`config.mk`:
```
export PLATFORM = sky130hd
export DESIGN_NAME = uart_tx
export DESIGN_NICKNAME = d
export VERILOG_FILES = /design/src/rtl/uart_pkg.sv /design/src/rtl/uart_tx_fifo.sv /design/src/rtl/uart_tx.sv
export SDC_FILE = /design/constraint.sdc
export NUM_CORES = 1
export LEC_CHECK = 0
export ABC_CLOCK_PERIOD_IN_PS = 2900
export BUFFER_PORTS_ARGS = -buffer_cell sky130_fd_sc_hd__buf_2
export CORE_ASPECT_RATIO = 0.6
export CORE_UTILIZATION = 40
export DETAILED_ROUTE_END_ITERATION = 10
export PLACE_DENSITY = 0.57
export SETUP_SLACK_MARGIN = 0.05
export SLEW_MARGIN = 20
export SYNTH_ARGS = -nofsm -noshare
export SYNTH_HDL_FRONTEND = slang
export SYNTH_SLANG_ARGS = --single-unit
```
`constraint.sdc`:
```
create_clock -name clk -period 2.9 [get_ports clk]
set_clock_uncertainty 0.15 [all_clocks]
set_input_delay 0.145 -clock clk [delete_from_list [all_inputs] [get_ports clk]]
set_output_delay 0.145 -clock clk [all_outputs]
set_load 0.05 [all_outputs]
```
`src/rtl/uart_pkg.sv`:
```
// Shared definitions for the UART transmitter: frame FSM states and frame geometry.
package uart_pkg;

   typedef enum logic [1:0] {
      ST_IDLE  = 2'd0,
      ST_START = 2'd1,
      ST_DATA  = 2'd2,
      ST_STOP  = 2'd3
   } uart_state_e;

   localparam int   FRAME_BITS      = 10;
   localparam int   DATA_BITS       = 8;
   localparam logic UART_IDLE_LEVEL = 1'b1;

endpackage

```
`src/rtl/uart_tx_fifo.sv`:
```
// Synchronous byte FIFO buffering CPU writes ahead of the serial shifter.
// Pointers and count reset; the storage array does not.
module uart_tx_fifo
   import uart_pkg::*;
#(
   parameter int DEPTH = 4,
   localparam int PTR_W = $clog2(DEPTH),
   localparam int LVL_W = PTR_W + 1
) (
   input  logic             clk,
   input  logic             rstn,
   input  logic             push,
   input  logic [7:0]       push_data,
   input  logic             pop,
   output logic [7:0]       pop_data,
   output logic             full,
   output logic             empty,
   output logic [LVL_W-1:0] level
);

   logic [7:0]       mem_q [DEPTH];
   logic [PTR_W-1:0] wr_ptr_q, wr_ptr_d;
   logic [PTR_W-1:0] rd_ptr_q, rd_ptr_d;
   logic [LVL_W-1:0] count_q, count_d;
   logic             push_ok;
   logic             pop_ok;

   assign full     = (count_q == LVL_W'(DEPTH));
   assign empty    = (count_q == '0);
   assign level    = count_q;
   assign pop_data = mem_q[rd_ptr_q];
   assign push_ok  = push & ~full;
   assign pop_ok   = pop & ~empty;

   // Next pointer and occupancy values; pointers wrap naturally at the power-of-two depth.
   always_comb begin
      wr_ptr_d = wr_ptr_q;
      rd_ptr_d = rd_ptr_q;
      count_d  = count_q;
      if (push_ok) wr_ptr_d = wr_ptr_q + 1'b1;
      if (pop_ok)  rd_ptr_d = rd_ptr_q + 1'b1;
      case ({push_ok, pop_ok})
         2'b10:   count_d = count_q + 1'b1;
         2'b01:   count_d = count_q - 1'b1;
         default: count_d = count_q;
      endcase
   end

   // Pointer and count registers with synchronous reset.
   always_ff @(posedge clk) begin
      if (!rstn) begin
         wr_ptr_q <= '0;
         rd_ptr_q <= '0;
         count_q  <= '0;
      end else begin
         wr_ptr_q <= wr_ptr_d;
         rd_ptr_q <= rd_ptr_d;
         count_q  <= count_d;
      end
   end

   // Storage array is left untouched by reset; only pointers define validity.
   always_ff @(posedge clk) begin
      if (push_ok) mem_q[wr_ptr_q] <= push_data;
   end

endmodule

```
`src/rtl/uart_tx.sv`:
```
// 8N1 UART transmitter: byte FIFO in front of a frame FSM with baud counter and shifter.
//
//   state    | meaning
//   ---------+----------------------------------------------------------
//   ST_IDLE  | line high, waiting for a byte in the FIFO
//   ST_START | driving the start bit (low) for one bit time
//   ST_DATA  | driving data bits LSB first, bit_q counts 0..7
//   ST_STOP  | driving the stop bit (high); chains into the next frame
module uart_tx
   import uart_pkg::*;
#(
   parameter int CLKS_PER_BIT = 104,
   parameter int FIFO_DEPTH   = 4
) (
   input  logic                         clk,
   input  logic                         rstn,
   input  logic                         wr_valid,
   input  logic [7:0]                   wr_data,
   output logic                         wr_ready,
   output logic                         tx,
   output logic                         busy,
   output logic [$clog2(FIFO_DEPTH):0]  fifo_level
);

   localparam int         BAUD_W   = 16;
   localparam logic [BAUD_W-1:0] BAUD_TC  = BAUD_W'(CLKS_PER_BIT - 1);
   localparam logic [2:0] LAST_BIT = 3'(DATA_BITS - 1);

   uart_state_e       state_q, state_d;
   logic [BAUD_W-1:0] baud_q, baud_d;
   logic [2:0]        bit_q, bit_d;
   logic [7:0]        shift_q, shift_d;
   logic              tx_q, tx_d;

   logic              baud_tc;
   logic              fifo_push;
   logic              fifo_pop;
   logic              fifo_full;
   logic              fifo_empty;
   logic [7:0]        fifo_data;

   // Readiness comes straight from the registered count, so a full FIFO refuses even while popping.
   assign wr_ready  = ~fifo_full;
   assign fifo_push = wr_valid & ~fifo_full;
   assign busy      = (state_q != ST_IDLE) | ~fifo_empty;
   assign tx        = tx_q;
   assign baud_tc   = (baud_q == BAUD_TC);

   uart_tx_fifo #(
      .DEPTH (FIFO_DEPTH)
   ) u_fifo (
      .clk       (clk),
      .rstn      (rstn),
      .push      (fifo_push),
      .push_data (wr_data),
      .pop       (fifo_pop),
      .pop_data  (fifo_data),
      .full      (fifo_full),
      .empty     (fifo_empty),
      .level     (fifo_level)
   );

   // Frame sequencing: baud counter wraps at terminal count, which is also where every state change happens.
   always_comb begin
      state_d  = state_q;
      bit_d    = bit_q;
      shift_d  = shift_q;
      tx_d     = tx_q;
      fifo_pop = 1'b0;
      baud_d   = baud_tc ? '0 : baud_q + 1'b1;
      case (state_q)
         ST_IDLE: begin
            baud_d = '0;
            if (!fifo_empty) begin
               state_d  = ST_START;
               fifo_pop = 1'b1;
               shift_d  = fifo_data;
               bit_d    = '0;
               tx_d     = ~UART_IDLE_LEVEL;
            end
         end
         ST_START: begin
            if (baud_tc) begin
               state_d = ST_DATA;
               bit_d   = '0;
               tx_d    = shift_q[0];
               shift_d = {1'b0, shift_q[7:1]};
            end
         end
         ST_DATA: begin
            if (baud_tc) begin
               if (bit_q == LAST_BIT) begin
                  state_d = ST_STOP;
                  tx_d    = UART_IDLE_LEVEL;
               end else begin
                  bit_d   = bit_q + 1'b1;
                  tx_d    = shift_q[0];
                  shift_d = {1'b0, shift_q[7:1]};
               end
            end
         end
         ST_STOP: begin
            if (baud_tc) begin
               if (!fifo_empty) begin
                  state_d  = ST_START;
                  fifo_pop = 1'b1;
                  shift_d  = fifo_data;
                  bit_d    = '0;
                  tx_d     = ~UART_IDLE_LEVEL;
               end else begin
                  state_d = ST_IDLE;
               end
            end
         end
         default: begin
            state_d = ST_IDLE;
            baud_d  = '0;
            tx_d    = UART_IDLE_LEVEL;
         end
      endcase
   end

   // FSM, counters, shifter and the registered serial output; reset aborts any frame in flight.
   always_ff @(posedge clk) begin
      if (!rstn) begin
         state_q <= ST_IDLE;
         baud_q  <= '0;
         bit_q   <= '0;
         shift_q <= '0;
         tx_q    <= UART_IDLE_LEVEL;
      end else begin
         state_q <= state_d;
         baud_q  <= baud_d;
         bit_q   <= bit_d;
         shift_q <= shift_d;
         tx_q    <= tx_d;
      end
   end

endmodule

```
; ---- Word level (Yosys, flattened, before mapping)
; Memory sizes are Yosys's and may differ from the RTL's. A register that Yosys moved wholly into a read port is not among the register bits.
; Cells that the tools add are included.
[op_classes]
n_addsub = 6
n_eq_ne = 14
muxes = 33
bitwise = 7
reduce_logical = 8
[op_table]
columns = cell, n
row1 = $mux 8, 5
row2 = $pmux 8 s4, 1
row3 = $add 16x1->16 const B, 1
row4 = $eq 16x7->1 const B, 1
row5 = $mux 3, 5
row6 = $mux 2, 7
row7 = $ne 2x2->1 const B, 6
row8 = $pmux 3 s4, 1
row9 = $mux 1, 10
row10 = $pmux 2 s4, 1
row11 = $add 3x1->3 const B, 2
row12 = $eq 2x2->1 const B, 3
row13 = $eq 3x3->1 const B, 2
row14 = $pmux 3 s2, 1
row15 = $reduce_and 5->1, 1
row16 = $add 2x1->2 const B, 2
row17 = $eq 2x1->1 const B, 2
row18 = $pmux 1 s4, 1
row19 = $reduce_and 4->1, 1
row20 = $reduce_bool 2->1, 2
row21 = $and 1x1->1, 3
row22 = $logic_not 3->1, 1
row23 = $not 1->1, 3
row24 = $reduce_and 3->1, 1
row25 = other kinds (5), 5
[word_totals]
regBits = 37
ram_bits = 32
output_inout_bits = 6
word_cells = 77
memories = 1
[memory_table]
columns = memory, words, word_bits, read_ports, rd_ports_with_merged_regs, wr, line_no
row1 = u_fifo.mem_q, 4, 8, 1, 1, 1, uart_tx_fifo.sv:21  ; logic [7:0] mem_q [DEPTH];

; ---- Depth between registers and ports, before layout
; Gate-level depths: netlist (run 1).
[logic_depth]
word_depth = 7
ltp_mapped = 12
depth_no_buf = 11

; ---- Cells and area by module
; From an unflattened synthesis (run 1), not the netlist that was laid out.
[hier_totals]
hier_cells = 273
hier_area_um2 = 3251.9
[modules_own_cells]
columns = mod, instances, cells_each, area_per_inst_um2
row1 = uart_tx_fifo, 1, 96, 1644.1
row2 = uart_tx, 1, 177, 1607.8

; ---- Least setup slack after synthesis (run 1)
; OpenSTA, ideal clock, no wires.
[synth_path]
path_kind = reg-to-reg
startpoint = register u_fifo.count_q[2] (netlist: u_fifo.level[2])
endpoint = register u_fifo.count_q[2] (netlist: u_fifo.level[2])
arrival_ps = 2844
slack_ps = -169
stages_incl_launch_ff = 10
path_buffers = 0
cell_sequence = dfxtp_1 > or3b_1 > and2_1 > inv_1 > ha_1 > inv_1 > fa_1 > xor2_1 > or3_1 > a21boi_0
[synth_via]
elab_cells_between_ends = 16
classes_between = add/sub: 2 / eq/ne: 3 / mux: 4 / bitwise: 5 / reduce/logical: 2
[synth_rtl]
columns = item, line_no
row1 = from (decl), uart_tx_fifo.sv:24  ; logic [LVL_W-1:0] count_q, count_d;
row2 = from (signal assigned), uart_tx_fifo.sv:58  ; count_q <= count_d;
row3 = $eq 3x3->1 *, uart_tx_fifo.sv:28  ; assign full = (count_q == LVL_W'(DEPTH));
row4 = $not 1->1 *, n/a
row5 = via wr_ready, uart_tx.sv:19  ; output logic wr_ready,
row6 = $and 1x1->1, uart_tx.sv:44  ; assign fifo_push = wr_valid & ~fifo_full;
row7 = $and 1x1->1 *, uart_tx_fifo.sv:32  ; assign push_ok = push & ~full;
row8 = $eq 2x1->1 / $eq 2x2->1 (equally long branches), uart_tx_fifo.sv:42  ; case ({push_ok, pop_ok})
row9 = $pmux 3 s2 / $reduce_bool 2->1 (equally long branches), n/a
; The timed path passes the listed nets; every way through them passes the cells marked *.
; A chain may end at the register's enable or synchronous reset.

; ---- Worst setup path in the final report (run 1)
[layout_path]
startpoint = register baud_q[1]
endpoint = register u_fifo.count_q[2] (netlist: u_fifo.level[2])
[layout_via]
elab_chain_cells = 6
elab_cells_between_ends = 8
classes_between = eq/ne: 3 / mux: 3 / bitwise: 1 / reduce/logical: 1
[layout_lines]
columns = item, line_no
row1 = from (decl), uart_tx.sv:30  ; logic [BAUD_W-1:0] baud_q, baud_d;
row2 = from (signal assigned), uart_tx.sv:133  ; baud_q <= baud_d;
row3 = $eq 16x7->1 *, uart_tx.sv:47  ; assign baud_tc = (baud_q == BAUD_TC);
row4 = $mux 1 *, uart_tx.sv:103  ; if (baud_tc) begin
row5 = $pmux 1 s2 *, uart_tx.sv:71  ; case (state_q)
row6 = $and 1x1->1 *, uart_tx_fifo.sv:33  ; assign pop_ok = pop & ~empty;
row7 = via u_fifo.pop_ok, uart_tx_fifo.sv:26  ; logic pop_ok;
row8 = $eq 2x1->1 / $eq 2x2->1 (equally long branches), uart_tx_fifo.sv:42
row9 = $pmux 3 s2 / $reduce_bool 2->1 (equally long branches), n/a
; Marks and branches as above.

==> impl.org, run 1 <==
** Logic synthesis
- After synthesis, the cell types taking the most area are edfxtp_1 (29%), dfxtp_1 (24%), mux4_2 (5.5%).
- Top cell type's share of synthesized area :: 0.292
- Most common cell in the synthesized netlist :: dfxtp_1
- Top cell types by occurrence after synthesis :: dfxtp_1 (39), edfxtp_1 (32), nand2_1 (32)
- A synthesized cell averages 11.5 um2.
- Proportion of register bits with asynchronous set or reset after synthesis :: 0
- The biggest area contributor in the post-synthesis netlist is edfxtp_1.
- After synthesis the netlist holds a flip-flop and latch count of 71.
- Net count of the mapped netlist :: 312
- Yosys printed 0 warnings.
- The share of the Yosys chip area taken by registers is 0.529.
- In this run, synthesis inferred 32 flip-flops with an integrated enable.
- Among all flip-flop cells after synthesis, the most frequent one is dfxtp_1.
- In this run the cell area of the synthesized design comes to 3290 um2.
- Yosys mapped the design onto 50 distinct sky130hd cell types.
- Count of mapped cells out of synthesis :: 287

** Global routing
- Total global routing overflow :: 0
- The number of antenna violations at the first check in global routing came to 0.
- The number of global-route vias before repair came to 2,089.
- The first global-routing pass estimated 11,000 um of wire.
- Maximum number of pins on one net before global-route repair :: 39
- Overall fraction of global-route tracks in use :: 0.173

** Clocking
- The longest clock path from root to sink contains 2 buffers.
- Clock tree synthesis selected as its root buffer the cell clkbuf_16.
- Sink Count :: 71
- Clock latency on the worst-skew pair, taken at its later pin, is 0.33 ns.
- Clock-pin transition on the worst setup and hold timing paths :: 0.06 ns
- TritonCTS built the clock tree.
- CTS Buf Count :: 9
- Number of levels in the clock H-tree :: 3

** STA
- Max-slew violation total from the final report :: 0
- Adding up every negative setup slack in the final design gives 0 ns.
- At the pin with the least slew margin, the transition time is 0.678 ns.
- Final Hold Fails :: 0
- Final worst path period need :: 2.74 ns
- Worst slew margin :: 0.547
- In the finished design, the share of the clock period the worst path needs comes to 0.945.
- Number of failing setup endpoints in the final timing report :: 0
- Highest clock rate :: 365 MHz
- Unrepaired setup endpoints after global routing :: false

** Worst setup path
- Register-to-register path setup slack :: 0.16 ns
- Max Fanout on Critical Path :: 3
- Kind of end point of the critical path :: flip-flop
- Cell count of the worst reg-to-reg path :: 11
- STA puts the critical path data required time at 3.00 ns.
- By startpoint and endpoint, the worst setup path is classified as reg2reg.
- R2R Path End :: u_fifo.level[2]
- Data arrival time at the worst-slack endpoint :: 2.84 ns
- Startpoint kind of the worst setup timing path :: flip-flop
- The startpoint identified for the worst register-to-register timing path is baud_q[1].

** Route
- Total wire length :: 6680 um
- Number of nets with antenna violations after routing :: 0
- The routed layout has 2,238 vias.
- Dividing the detail-routed wire length by the instance count gives 15.3 um.
- After detailed routing, the number of remaining DRC violations is 0.
- In this run, the number of DRC markers left after iteration 0 of detailed routing was 84.
- Dividing the detail-routed via count by the number of cells gives 5.11.
- For this run, the detailed router's first-pass iteration total came to 4.

** Floorplanning
- Die Span X :: 119 um
- Initial core utilization :: 0.416
- The initialized floorplan defines 25 standard-cell rows.
- The die covers 8610 um2.
- After floorplanning, the core was sized to cover 7910 um2.
- In this run the vertical extent of the chip is 72.3 um.
- 17 I/O pins were placed.

** Power
- Summing internal, switching and leakage power gives 3950 uW.
- Summed over all cells, the static leakage comes to 0.00145 uW.
- Power spread over the standard cell area amounts to 1000 nW/um2.
- Peak supply drop :: 0.000451 V

** Final layout
- Nets@finish :: 350
- Post-route core utilization :: 0.499
- The number of antenna diodes in the final layout is 0.
- Final Non-Filler Cells :: 438
- Of the cells placed in the final design, the portion with a size suffix greater than 1 is 0.227.
- After routing the design area is 3950 um2.
- Relative to the synthesized area, the layout overhead comes to 20.0%.

** Placed design
- Including well taps, the total number of placed cells is 413.
- Placement-stage cell area :: 3550 um2
- I/O Buffers :: 16
- Placer's final routability congestion estimate :: 0.768
- Summed over all nets, the half-perimeter wirelength after detailed placement is 4700 um.

** Hold path
- Counting instances, the worst hold path has a depth of 4.
- End point of the most critical hold path :: u_fifo.wr_ptr_q[1]
- Type of the most critical hold path :: in2reg
- The worst hold path begins at wr_valid.

** Run status
- The flow ran to the end, and the final reports show no timing, DRC or antenna violations.

** Job
- Number of violations of the max-capacitance limit :: 0
## cell type report
type | count | area, um2
Sequential cell | 71 | 1740
Clock inverter | 7 | 61.3
Inverter | 16 | 60.1
Fill cell | 712 | 3970
Tap cell | 108 | 135
Multi-Input combinational cell | 190 | 1470
Timing Repair Buffer | 37 | 258
Clock buffer | 9 | 225
## placed cells by master, fill, tap and decap left out, types with 5 or more instances in the layout
cell           synthesis  final
dfxtp_1               39     37
and3_1                 5      5
nand3_1                8      8
nor2_1                17     17
inv_1                 15     15
clkbuf_16              0      9
mux2_2                 7      7
ha_1                  13     11
nand4_1                6      6
buf_2                  2     16
nand2_1               32     32
mux2i_1                8      8
xnor2_1               12     12
or3_1                  5      5
dlygate4sd3_1          0      8
buf_4                  0     13
nor3_1                 6      5
mux4_2                 8      8
edfxtp_1              32     32
a21oi_1                9      9
## sequential cells by signal, summed over array words and instances, names as in the netlist, named ones only
| signal | flops |
|---|---|
| u_fifo.level | 3 |
| u_fifo.rd_ptr_q | 2 |
| baud_q | 16 |
| shift_q | 8 |
| u_fifo.mem_q | 32 |
| tx | 1 |
| bit_q | 3 |
| state_q | 2 |
| u_fifo.wr_ptr_q | 2 |
## power by group
part	leakage, uW	internal [uW]	switching, uW
registers	0.000612	1240	134
logic	0.000702	653	877
clock network	0.000135	595	454
## cells by family (layout without fill, tap and decap cells)
group                    after synthesis  after routing  synth area share
XOR/XNOR                              14             14            0.0373
AO/OA/AOI/OAI                         33             33            0.0688
AND/OR/NAND/NOR                      106            106             0.173
multiplexers                          23             23             0.103
buffers and inverters                 26             69            0.0327
flip-flops                            71             71             0.529
adder cells (fa/ha/maj)               14             14            0.0555
## worst max-delay path, cell delays in order, from the launching register on
cell	delay, ns
dfxtp_1	0.35
ha_2	0.19
and4_4	0.25
and4_2	0.23
a21oi_1	0.08
nor3_2	0.14
ha_2	0.21
inv_1	0.05
fa_1	0.37
xor2_1	0.15
or3_1	0.30
a21boi_0	0.18
## worst max path at each step
stage                                from              end
after floorplan           u_fifo.level[0]  u_fifo.level[2]
after global routing            baud_q[1]  u_fifo.level[2]
final                           baud_q[1]  u_fifo.level[2]
after CTS                       baud_q[0]  u_fifo.level[2]
after detailed placement        baud_q[0]  u_fifo.level[2]
after global placement          baud_q[0]  u_fifo.level[2]
## repair_timing
action / 4_1_cts / 5_1_grt
resized for setup: 1 / 6
buffers inserted: 0 / 1
hold buffers: 8 / 0
pin swaps: 0 / 1
hold endpoints to repair: 32 / 0
endpoints found under the setup margin: 1 / 1
## routing by layer
metal / track usage / share of wire / vias up
li1: - / - / 1131
met1: 0.259 / 0.56 / 1060
met2: 0.227 / 0.39 / 41
met3: 0.0582 / 0.039 / 6
met4: 0.0675 / 0.011 / 0
met5: 0 / 0 / -
## through the flow
step | worst slack, ns | hold slack [ns]
after global routing | 0.0414 | 0.155
after CTS | 0.0590 | 0.117
after global placement | 0.202 | 0.213
after detailed placement | 0.0498 | 0.221
final | 0.160 | 0.131
after floorplan | 0.137 | 0.0939
No activity file was read; power rests on OpenSTA's default activity.
==> run 2, diff against run 1 <==
--- a/config.mk
+++ b/config.mk
@@ -9,6 +9,7 @@
 export BUFFER_PORTS_ARGS = -buffer_cell sky130_fd_sc_hd__buf_2
 export CORE_ASPECT_RATIO = 0.6
 export CORE_UTILIZATION = 40
+export CTS_BUF_LIST = sky130_fd_sc_hd__clkbuf_4 sky130_fd_sc_hd__clkbuf_8
 export DETAILED_ROUTE_END_ITERATION = 10
 export PLACE_DENSITY = 0.57
 export SETUP_SLACK_MARGIN = 0.05
==> run 2 against run 1 <==
Effect of this change:
- die area stayed put
- hold slack worse by 0.029 ns
- via count is 0.18% lower
- final cell count stayed put
- global-route usage is 0.25 points lower
- setup slack worse by 0.012 ns
- design area is 2.3% lower
- clock power is 28% lower
- largest cell class unchanged
==> impl.org, run 2 (synthesis results as in run 1) <==
** Worst setup path
- The data arrival time of the critical path is 2.88 ns (was 2.84 ns).
- The critical path buffer and inverter count came to 1 (unchanged).
- Startpoint kind of the worst setup timing path :: flip-flop (unchanged)
- The delay contributed by the slowest stage of the critical path came to 0.37 ns (about the same).
- Register-to-register path setup slack :: 0.15 ns (was 0.16 ns)
- The kind of end point of the critical path is a flip-flop (unchanged).
- Slowest stage cell, crit path :: fa_1 (unchanged)
- Max Fanout on Critical Path :: 4 (was 3)
- Critical Path RT :: 3.03 ns (was 3.00 ns)
- The most repeated library cell on the critical path is ha_2 (unchanged).
- Series of cell instances along the critical path :: ha_2, and4_4, and4_2, a21oi_1, nor3_2, ha_2, inv_1, fa_1, xor2_1, or3_1, a21boi_0 (unchanged)
- CP Class :: reg2reg (unchanged)
- The critical path's top delay family is simple AND/OR/NAND/NOR gates (unchanged).

** Floorplanning
- The x dimension of the die was 119 um (unchanged).
- Overall die area :: 8610 um2 (unchanged)
- The number of primary I/O pins is 17 (unchanged).
- The core footprint came to 7910 um2 (unchanged).
- Number of cell rows :: 25 (unchanged)
- The y dimension of the die is 72.3 um (unchanged).
- Initial core utilization :: 0.416 (unchanged)

** Run status
- Result of the run: finished, final reports clean (unchanged).

** Placed design
- Dpl ws :: 0.0498 ns (unchanged)
- The detailed-placement wirelength estimate was 4700 um (unchanged).
- Placer's final routability congestion estimate :: 0.768 (unchanged)
- I/O Buffers :: 16 (unchanged)

** STA
- The number of hold violations in the final report was 0 (unchanged).
- Worst Tran Pin Value :: 0.674 ns (was 0.678 ns)
- Final worst path period need :: 2.75 ns (was 2.74 ns)
- Highest clock rate :: 363 MHz (was 365 MHz)
- The final worst setup slack came to 0.147 ns (was 0.160 ns).
- Worst slew margin :: 0.549 (was 0.547)
- The count of final max-slew check failures was 0 (unchanged).
- The total negative setup slack was 0 ns (unchanged).
- Number of failing setup endpoints in the final timing report :: 0 (unchanged)
- The final worst-path cycle share is 0.949 (was 0.945).
- Unrepaired setup endpoints after global routing: false (unchanged).

** Global routing
- The number of antenna violations at the first check in global routing was 0 (unchanged).
- Overall fraction of global-route tracks in use :: 0.171 (was 0.173)
- The first-pass GRT wire length came to 10,900 um (was 11,000 um).
- The pin count of the biggest net entering global routing is 39 (unchanged).
- The global route total overflow was 0 (unchanged).
- Number of global-route vias before repair :: 2,077 (was 2,089)

** Clocking
- The clock tree from TritonCTS was done (unchanged).
- The clock tree root driver cell is clkbuf_8 (was clkbuf_16).
- The CTS sink count came to 71 (unchanged).
- Clk_lat worst skew :: 0.36 ns (was 0.33 ns)
- The clock tree buffer depth was 2 (unchanged).
- The count of H-tree levels built during CTS came to 3 (unchanged).
- CTS Buf Count :: 9 (unchanged)
- The clock slew at the register clock pins of the worst setup and hold paths is 0.08 ns (was 0.06 ns).

** Power
- Peak supply drop :: 0.000424 V (was 0.000451 V)
- Int Pwr :: 2220 uW (was 2490 uW)
- Switching part of the total :: 0.392 (was 0.370)
- The static power due to leakage came to 0.00141 uW (was 0.00145 uW).
- The switching power total is 1430 uW (was 1470 uW).
- Clock Power Share :: 0.206 (was 0.265)
- Gate power share :: 0.419 (was 0.387)
- Portion of total power attributed to sequential cells :: 0.376 (was 0.348)
- Power Density :: 946 nW/um2 (was 1000 nW/um2)

** Final layout
- The end-of-flow core utilization came to 0.487 (was 0.499).
- The largest register by flop count was u_fifo.mem_q (unchanged).
- Commonest cells after routing, fill and taps aside :: dfxtp_1 (36), nand2_1 (32), edfxtp_1 (32), nor2_1 (17), buf_2 (16) (was dfxtp_1 (37), nand2_1 (32), edfxtp_1 (32), nor2_1 (17), buf_2 (16))
- The area of combinational cells with multiple inputs is 1470 um2 (about the same).
- Area added between synthesis and finish :: 17.2% (was 20.0%)
- The area of all sequential standard cells is 1750 um2 (was 1740 um2).
- Top flop regs: u_fifo.mem_q x32, baud_q x16, shift_q x8 (unchanged).
- Filler instances :: 719 (was 712)
- The layout cell share with drive strength beyond 1 came to 0.230 (was 0.227).
- Most frequent standard cell in the layout excluding fill and tap cells :: dfxtp_1 (unchanged)
- The final-stage net count came to 350 (unchanged).
- The flip-flop count of the largest register after layout came to 32 (unchanged).
- The number of antenna cells inserted was 0 (unchanged).

** Hold path
- Type of the most critical hold path :: in2reg (unchanged)

** Route
- The mean number of vias per cell is 5.10 (was 5.11).
- The number of DRC markers in iteration 0 came to 105 (was 84).
- The total detailed-routing wirelength came to 6610 um (was 6680 um).
- The number of remaining DRC errors was 0 (unchanged).
- The number of routed nets with antenna violations was 0 (unchanged).
- The via count was 2,234 (was 2,238).
- WL/cell :: 15.1 um (was 15.3 um)
- The first-pass iteration count of the detailed router is 4 (unchanged).

** Job
- The count of maximum capacitance violations is 0 (unchanged).
## run 2: worst min-delay path, cell delays in order
cell and delay (ns):
buf_2 0.12, and2_1 0.16, nand2_1 0.07, a21boi_0 0.06
## run 2: cell type report
class	count	area share
multi-input combinational	190	0.382
sequential	71	0.452
inverter	16	0.0156
tap	108	0.0350
timing repair buffer	37	0.0668
clock inverter	7	0.0159
clock buffer	9	0.0321
## run 2: through the flow
stage          area (um2)  total power (uW)  std cells  hold WS (ns)
2_1_floorplan        3290              2550        287        0.0939
3_3_place_gp         3550              2860        413         0.213
5_1_grt              3860              3890        438         0.113
6_report             3860              3650        438         0.102
3_5_place_dp         3550              2880        413         0.221
4_1_cts              3820              3650        437        0.0764
## run 2: power groups by stage
stage	registers, uW	clock network (uW)	logic, uW
5_1_grt	1400	813	1670
3_3_place_gp	1380	0	1470
3_5_place_dp	1390	0	1480
2_1_floorplan	1430	0	1120
4_1_cts	1370	775	1500
6_report	1370	751	1530
## run 2: worst paths after layout
path	from	end	cells after the start
worst min register to register	baud_q[0]	baud_q[0]	1
worst min-delay path	wr_valid	u_fifo.wr_ptr_q[1]	4
worst max register to register	baud_q[0]	u_fifo.level[2]	11
worst max-delay path	baud_q[0]	u_fifo.level[2]	11
## run 2: per-layer routing
metal	vias to the layer above	routed length, um	share of wire	GRT usage
met1	1059	3760	0.57	0.259
li1	1129	-	-	-
met3	8	278	0.042	0.0629
met2	38	2490	0.38	0.218
met5	-	0	0	0
met4	0	86	0.013	0.0591
## run 2: repair_timing
| item | CTS | global route |
|---|---|---|
| resized for setup | 1 | 8 |
| pin swaps | 0 | 1 |
| buffers inserted | 0 | 1 |
| hold buffers | 8 | 0 |
| endpoints found under the hold margin | 32 | 0 |
| endpoints found under the setup margin | 1 | 1 |
==> run 3, diff against run 2 <==
--- a/config.mk
+++ b/config.mk
@@ -7,11 +7,13 @@
 export LEC_CHECK = 0
 export ABC_CLOCK_PERIOD_IN_PS = 2900
 export BUFFER_PORTS_ARGS = -buffer_cell sky130_fd_sc_hd__buf_2
+export CELL_PAD_IN_SITES_DETAIL_PLACEMENT = 1
+export CELL_PAD_IN_SITES_GLOBAL_PLACEMENT = 2
 export CORE_ASPECT_RATIO = 0.6
-export CORE_UTILIZATION = 40
+export CORE_UTILIZATION = 39
 export CTS_BUF_LIST = sky130_fd_sc_hd__clkbuf_4 sky130_fd_sc_hd__clkbuf_8
 export DETAILED_ROUTE_END_ITERATION = 10
-export PLACE_DENSITY = 0.57
+export PLACE_DENSITY = 0.77
 export SETUP_SLACK_MARGIN = 0.05
 export SLEW_MARGIN = 20
 export SYNTH_ARGS = -nofsm -noshare
==> run 3 against run 2 <==
Effect of this change:
- sequential power about the same
- non-clock buffer count decreased by 1
- sequential share of layout area shrank 0.32 points
- via count rose by 3.2%
- critical endpoint unchanged
- largest cell class unchanged
- largest power group unchanged
==> impl.org, run 3 (synthesis results as in run 1) <==
** Run status
- Result of the run :: finished, final reports clean (unchanged)

** Global routing
- The number of global-route vias before repair was 2,380 (was 2,077).
- The number of antenna violations at the first check in global routing was 0 (unchanged).
- The total routing resource utilization after global routing was 0.190 (was 0.171).
- Total global routing overflow :: 0 (unchanged)
- Maximum number of pins on one net before global-route repair :: 39 (unchanged)
- Global-route wire length before repair :: 12,200 um (was 10,900 um)

** Worst setup path
- Startpoint kind of the worst setup timing path :: flip-flop (unchanged)
- Buf/Inv on CP :: 1 (unchanged)
- CP Class :: reg2reg (unchanged)
- Kind of end point of the critical path :: flip-flop (unchanged)
- Slowest stage cell, crit path :: or3_4 (was fa_1)
- Series of cell instances along the critical path :: ha_4, and4_4, and4_4, a21oi_2, nor3_2, ha_2, inv_1, fa_2, xor2_1, or3_4, a21boi_2 (was ha_2, and4_4, and4_2, a21oi_1, nor3_2, ha_2, inv_1, fa_1, xor2_1, or3_1, a21boi_0)
- The critical path's top delay family is simple AND/OR/NAND/NOR gates (unchanged).
- The worst-path maximum fanout was 4 (unchanged).
- The most repeated library cell on the critical path is and4_4 (was ha_2).
- Largest stage delay, worst path :: 0.39 ns (was 0.37 ns)
- The required arrival time at the worst endpoint came to 3.04 ns (was 3.03 ns).
- Data arrival time at the worst-slack endpoint :: 2.97 ns (was 2.88 ns)

** STA
- Unrepaired setup endpoints after global routing :: true (was false)
- The time the final worst path needs with I/O delays and setup is 2.83 ns (was 2.75 ns).
- The normalized max-slew margin came to 0.533 (was 0.549).
- Accumulated negative setup slack :: 0 ns (unchanged)
- Number of failing setup endpoints in the final timing report :: 0 (unchanged)
- Final Hold Fails :: 0 (unchanged)
- Worst hold slack :: 0.135 ns (was 0.102 ns)
- The maximum operating frequency was 353 MHz (was 363 MHz).
- Final critical-path share of the clock period :: 0.977 (was 0.949)
- Worst Tran Pin Value :: 0.699 ns (was 0.674 ns)
- Max-slew violation total from the final report :: 0 (unchanged)

** Final layout
- Most frequent standard cell in the layout excluding fill and tap cells :: dfxtp_1 (unchanged)
- Top register by number of flip-flops :: u_fifo.mem_q (unchanged)
- Nets@finish :: 349 (was 350)
- Filler instances :: 890 (was 719)
- Top flop regs: u_fifo.mem_q x32, baud_q x16, shift_q x8 (unchanged).
- Share of final-layout standard cells stronger than drive strength 1 :: 0.243 (was 0.230)
- Commonest cells after routing, fill and taps aside: dfxtp_1 (35), nand2_1 (32), edfxtp_1 (32), nor2_1 (17), buf_2 (16) (was dfxtp_1 (36), nand2_1 (32), edfxtp_1 (32), nor2_1 (17), buf_2 (16)).
- The area of combinational cells with multiple inputs came to 1500 um2 (was 1470 um2).
- The flip-flop count of the largest register after layout was 32 (unchanged).
- Area added between synthesis and finish :: 18.5% (was 17.2%)
- The number of antenna cells inserted is 0 (unchanged).
- The area of all sequential standard cells is 1750 um2 (about the same).

** Power
- Power Density :: 968 nW/um2 (was 946 nW/um2)
- The static power due to leakage was 0.00142 uW (was 0.00141 uW).
- Peak supply drop :: 0.000623 V (was 0.000424 V)

** Placed design
- Placer's final routability congestion estimate :: 0.760 (was 0.768)
- The number of buffers inserted by port buffering came to 16 (unchanged).
- HPWL reported at the end of detailed placement :: 5250 um (was 4700 um)

** Floorplanning
- Core area :: 8010 um2 (was 7910 um2)
- The row count was 25 (unchanged).
- Vertical die dimension :: 73.2 um (was 72.3 um)
- The area enclosed by the die boundary was 8820 um2 (was 8610 um2).
- Die Span X :: 121 um (was 119 um)
- The initial cell density of the core was 0.411 (was 0.416).
- The number of primary I/O pins was 17 (unchanged).

** Route
- Via total after detailed routing :: 2,306 (was 2,234)
- The total detailed-routing wirelength came to 7550 um (was 6610 um).
- The first-pass iteration count of the detailed router is 4 (unchanged).
- The number of remaining DRC errors came to 0 (unchanged).
- The number of DRC markers in iteration 0 is 87 (was 105).
- The mean number of vias per cell was 5.28 (was 5.10).
- The detailed-route wire length per cell came to 17.3 um (was 15.1 um).
- The number of routed nets with antenna violations was 0 (unchanged).

** Clocking
- The clock tree from TritonCTS was done (unchanged).
- Number of levels in the clock H-tree :: 3 (unchanged)
- The CTS sink count was 71 (unchanged).
- The clock tree buffer depth was 2 (unchanged).
- Clock root buffer master :: clkbuf_8 (unchanged)
- Clk_lat worst skew :: 0.36 ns (about the same)
- The clock buffer count from CTS is 9 (unchanged).
- The clock slew at the register clock pins of the worst setup and hold paths came to 0.08 ns (about the same).

** Hold path
- Type of the most critical hold path :: in2reg (unchanged)

** Job
- Number of violations of the max-capacitance limit :: 0 (unchanged)
==> run 3: metrics by stage <==
step                instances  cell area, um2  utilization  total power (uW)  worst slack (ns)
finish                    437            3900        0.487              3770            0.0661
global placement          411            3540        0.442              2880             0.141
detailed placement        411            3540        0.442              2920           -0.0232
floorplan                 287            3290            -              2550             0.137
CTS                       435            3840        0.479              3770            0.0717
global route              437            3900        0.487              4020           -0.0248
==> run 3: area by class of cell <==
class | count | share of cell area
Timing Repair Buffer | 36 | 0.0642
Clock buffer | 9 | 0.0318
Inverter | 16 | 0.0154
Sequential cell | 71 | 0.449
Tap cell | 108 | 0.0347
Clock inverter | 7 | 0.0199
Multi-Input combinational cell | 190 | 0.385
==> run 3: final timing paths <==
path,slack (ns),start,endpoint,depth (start not counted)
max,0.07,baud_q[0],u_fifo.level[2],11
min,0.14,wr_valid,u_fifo.wr_ptr_q[1],4
max reg2reg,0.07,baud_q[0],u_fifo.level[2],11
min reg2reg,0.31,shift_q[0],shift_q[0],2
==> run 3: report_power, final <==
part           switching (uW)  leakage, uW  internal (uW)
combinational             927     0.000705            665
sequential                127     0.000614           1240
clock                     407     0.000101            406
==> run 3: metal layers <==
metal  global-route usage  up-vias  wire (um)  part of all wire
met1                0.273     1141       3880              0.51
met2                0.273       33       3260              0.43
met4               0.0768        0        112             0.015
met3               0.0484       11        292             0.039
met5                    0        -          0                 0
li1                     -     1121          -                 -
==> run 3: worst reg2reg max path, delay by kind of cell (launching register included) <==
kind	cells	cell delay [ns]
simple gates	4	1.10
compound gates	2	0.19
flops	1	0.38
xor+xnor	1	0.16
fa+ha+maj	3	0.72
buf+inv	1	0.06
==> run 3: timing repair <==
item,4_1_cts,5_1_grt
endpoints found under the setup margin,1,1
pin swaps,0,7
resized for setup,5,13
endpoints found under the hold margin,32,0
hold buffers,8,0
buffers inserted,0,2
